[config.mk]
export PLATFORM = sky130hd
export DESIGN_NAME = bcd_bit_judge
export DESIGN_NICKNAME = d
export VERILOG_FILES = /design/src/rtl/bcd_serial_checker_pkg.sv /design/src/rtl/bcd_serial_checker_judge.sv
export SDC_FILE = /design/constraint.sdc
export NUM_CORES = 1
export LEC_CHECK = 0
export CORE_AREA = 2 2 39 41
export DETAILED_ROUTE_END_ITERATION = 16
export DIE_AREA = 0 0 41 43
export GPL_TIMING_DRIVEN = 1
export PLACE_DENSITY = 0.3
export SKIP_CTS_REPAIR_TIMING = 1
export SLEW_MARGIN = 20
export SYNTH_ARGS = -nofsm -noshare
export SYNTH_HDL_FRONTEND = slang
export SYNTH_SLANG_ARGS = --single-unit
[constraint.sdc]
create_clock -name clock -period 0.9 [get_ports clock]
set_input_delay 0.18 -clock clock [delete_from_list [all_inputs] [get_ports clock]]
set_output_delay 0.18 -clock clock [all_outputs]
set_load 0.1 [all_outputs]
[src/rtl/bcd_serial_checker_pkg.sv]
// Shared types and constants for the BCD serial checker: FSM states and nibble geometry.
package bcd_serial_checker_pkg;

    localparam int NIBBLE_W  = 4;
    localparam int BIT_CNT_W = $clog2(NIBBLE_W);

    // Bit index positions within the serial stream (MSB first)
    localparam logic [BIT_CNT_W-1:0] FIRST_BIT = BIT_CNT_W'(0);
    localparam logic [BIT_CNT_W-1:0] LAST_BIT  = BIT_CNT_W'(NIBBLE_W - 1);

    typedef enum logic [1:0] {
        IDLE   = 2'd0,
        SHIFT  = 2'd1,
        RESULT = 2'd2
    } state_t;

endpackage

[src/rtl/bcd_serial_checker_judge.sv]
// Serial BCD judgement: watches the MSB-first bit stream and flags codes 10..15.
module bcd_bit_judge
    import bcd_serial_checker_pkg::*;
(
    input  logic                 clock,
    input  logic                 reset,
    input  logic                 start,
    input  logic                 serial_bit,
    input  logic [BIT_CNT_W-1:0] count,
    output logic                 is_bcd
);

    logic hi;
    logic bad;

    // A nibble is non-BCD only when bit 3 is set together with bit 2 or bit 1;
    // the final bit can never change the verdict, so it is ignored.
    always_ff @(posedge clock) begin
        if (reset || start) begin
            hi  <= 1'b0;
            bad <= 1'b0;
        end else if (serial_bit) begin
            if (count == FIRST_BIT) begin
                hi <= 1'b1;
            end else if (count != LAST_BIT && hi) begin
                bad <= 1'b1;
            end
        end
    end

    assign is_bcd = ~bad;

endmodule

==> run_results.csv <==
group,metric,value,unit
place,place_area,184,um2
pwr,vdd_drop_max,510,uV
floorplanning,core,1380,um2
yosys,synth_top_family_by_area,"simple AND/OR/NAND/NOR gates",
route,vias_per_cell,2.74,
worst_setup_path,path_buf_inv,2,
clock_network,cts_root_buf,"clkbuf_4",
route,antenna_left,0,
finish,multiInputGateArea,45.0,um2
finish,drive_gt1_frac,0.333,
finish,fin_nets,26,
yosys,synth_xor_area_frac,0.0986,
floorplanning,dieWidth,41,um
yosys,syn_nets,15,
worst_setup_path,r2r_start,"bad$_SDFFE_PP0P_",
sta,max_slew_margin,0.877,
place,io_buffers,6,
clock_network,numCtsBuffers,3,
worst_setup_path,crit_path_top_delay_cell,"dfxtp_2",
worst_setup_path,cp.required,0.72,ns
pwr,leakagePower,0.101,nW
clock_network,cts_tree,"done",
worst_setup_path,reg2reg_to,"bad$_SDFFE_PP0P_",
finish,mostFrequentLayoutCells,"clkbuf_4, clkdlybuf4s50_1, nor3b_1, dlymetal6s2s_1",
yosys,syn_inst,9,
sta,setup_viol,1,
min_path,hold_end,"hi$_SDFFE_PP0P_",
sta,fin_tns_setup,-0.110,ns
route,avgRoutedWirePerCell,7.91,um
run_status,run_status,"finished with violations",
clock_network,htreeDepth,1,
yosys,synth.distinct_cells,7,
yosys,synth_fa_ha_area_frac,0,
route,wl,269,um
yosys,synthMuxAreaShare,0,
floorplanning,num_io_pins,7,
floorplanning,fp.dieArea,1760,um2
min_path,min_path_cells,3,
route,drt_iter0_markers,2,
global_route,antenna_found_initial,0,
sta,tightest_slew,0.184,ns
pwr,power_density,1520,nW/um2
place,hpwl,210,um
route,drc,0,
route,drt_first_pass_iters,2,
floorplanning,fp.dieH,43,um
clock_network,clk_latency,0.22,ns
finish,syn_to_final_growth,138,%
global_route,gr-total-overflow,0,
yosys,yosysSeqAreaShare,0.451,
yosys,syn_area,88.8,um2
finish,seqCellArea,41.3,um2
worst_setup_path,cp_slowest_stage_delay,0.34,ns
worst_setup_path,crit_family,"flip-flops",
worst_setup_path,r2r_slack,0.13,ns
sta,period_minus_slack,1.01,ns
global_route,grt_pass1_vias,107,
global_route,grt_max_degree,3,
route,vias,93,
sta,hold_viol,0,
worst_setup_path,worst_ep_arrival_time,0.83,ns
worst_setup_path,cp-end-kind,"output port",
worst_setup_path,cp_max_fo,2,
sta,rsz0062_at_grt,"true",
place,place_congestion,0.557,
finish,final_area,211,um2
sta,max_freq,990,MHz
worst_setup_path,setup.worst_path.class,"reg2out",
finish,fillers,153,
global_route,grt_pass1_wl,379,um
yosys,synth_compound_area_frac,0.197,
global_route,track_usage,0.0411,
worst_setup_path,worstPathCellList,"clkinvlp_4 > buf_12",
yosys,yosys.area_share.simple,0.211,
clock_network,clkTransAtPathRegs,0.03,ns
clock_network,clock_sinks,2,
yosys,postSynthAreaPerCell,9.87,um2
yosys,ys_warn_count,0,
min_path,min-delay-start,"count[0]",
run_status,violations,"setup timing",
sta,slew_violations,0,
finish,n_antenna_cell,0,
sta,skew,0.000375,ns
yosys,ys_seq_elements,2,
worst_setup_path,ff2ff_path_depth,2,
worst_setup_path,worstSetupStartpointType,"flop",
floorplanning,initial_utilization,0.0642,
flow_run,drv_cap,0,
floorplanning,rows,14,
min_path,hp-class,"in2reg",
sta,setup_ws,-0.110,ns
clock_network,clk_path_buf_depth,2,
sta,period_share,1.12,
-- how the worst max path moves through the flow --
stage	startpoint	cells past startpoint	endpoint	slack (ns)
2_1_floorplan	bad$_SDFFE_PP0P_	1	is_bcd	-0.004
3_3_place_gp	count[0]	3	bad$_SDFFE_PP0P_	-0.24
3_5_place_dp	count[0]	3	bad$_SDFFE_PP0P_	-0.24
4_1_cts	bad$_SDFFE_PP0P_	2	is_bcd	-0.12
5_1_grt	bad$_SDFFE_PP0P_	2	is_bcd	-0.13
6_report	bad$_SDFFE_PP0P_	2	is_bcd	-0.11
-- registers in the layout, indices dropped and copies added (netlist names) --
signal	flops
bad	1
hi	1
-- through the flow --
step                       util  instances  total power [mW]  hold slack, ns  worst slack, ns
after floorplan               -          9             0.101           0.343         -0.00399
after global placement    0.133         31             0.128           0.447           -0.238
after detailed placement  0.133         31             0.128           0.475           -0.242
after CTS                 0.149         34             0.339           0.482           -0.123
after global routing      0.153         34             0.345           0.367           -0.134
final                     0.153         34             0.321           0.355           -0.110
-- where the power goes --
part           switching [mW]  leakage (nW)  internal (mW)  total (mW)
sequential           0.000688        0.0167         0.0906      0.0913
combinational          0.0113        0.0705         0.0228      0.0341
clock                  0.0488        0.0138          0.147       0.196
-- cells by family after synthesis --
group,count (synthesis)
compound gates,2
xor+xnor,1
buf+inv,1
flops,2
simple gates,3
-- worst min-delay path, delay by kind of cell --
| family | cells | cell delay (ns) |
|---|---|---|
| AOI/OAI and AO/OA | 1 | 0.17 |
| buffers and inverters | 1 | 0.11 |
| and+or+nand+nor | 1 | 0.06 |
-- synth_stat cells --
cell | number | area, um2
o21a_1 | 1 | 7.51
nor2_1 | 1 | 3.75
xor2_1 | 1 | 8.76
nor3b_1 | 2 | 15.0
dfxtp_1 | 2 | 40.0
inv_1 | 1 | 3.75
a41o_1 | 1 | 10.0
-- per-layer routing --
metal,vias to the layer above,GRT usage,routed length [um]
met5,-,0,0
met4,0,0.0800,0
met3,0,0.0209,53
met2,7,0.0313,87
met1,36,0.0479,128
li1,50,-,-
-- final cells by class --
| cell class | count | area share |
|---|---|---|
| Clock buffer | 3 | 0.107 |
| Inverter | 1 | 0.0355 |
| Multi-Input combinational cell | 6 | 0.213 |
| Sequential cell | 2 | 0.195 |
| Tap cell | 16 | 0.0947 |
| Timing Repair Buffer | 6 | 0.355 |
Power figures use the tool's default switching activity.
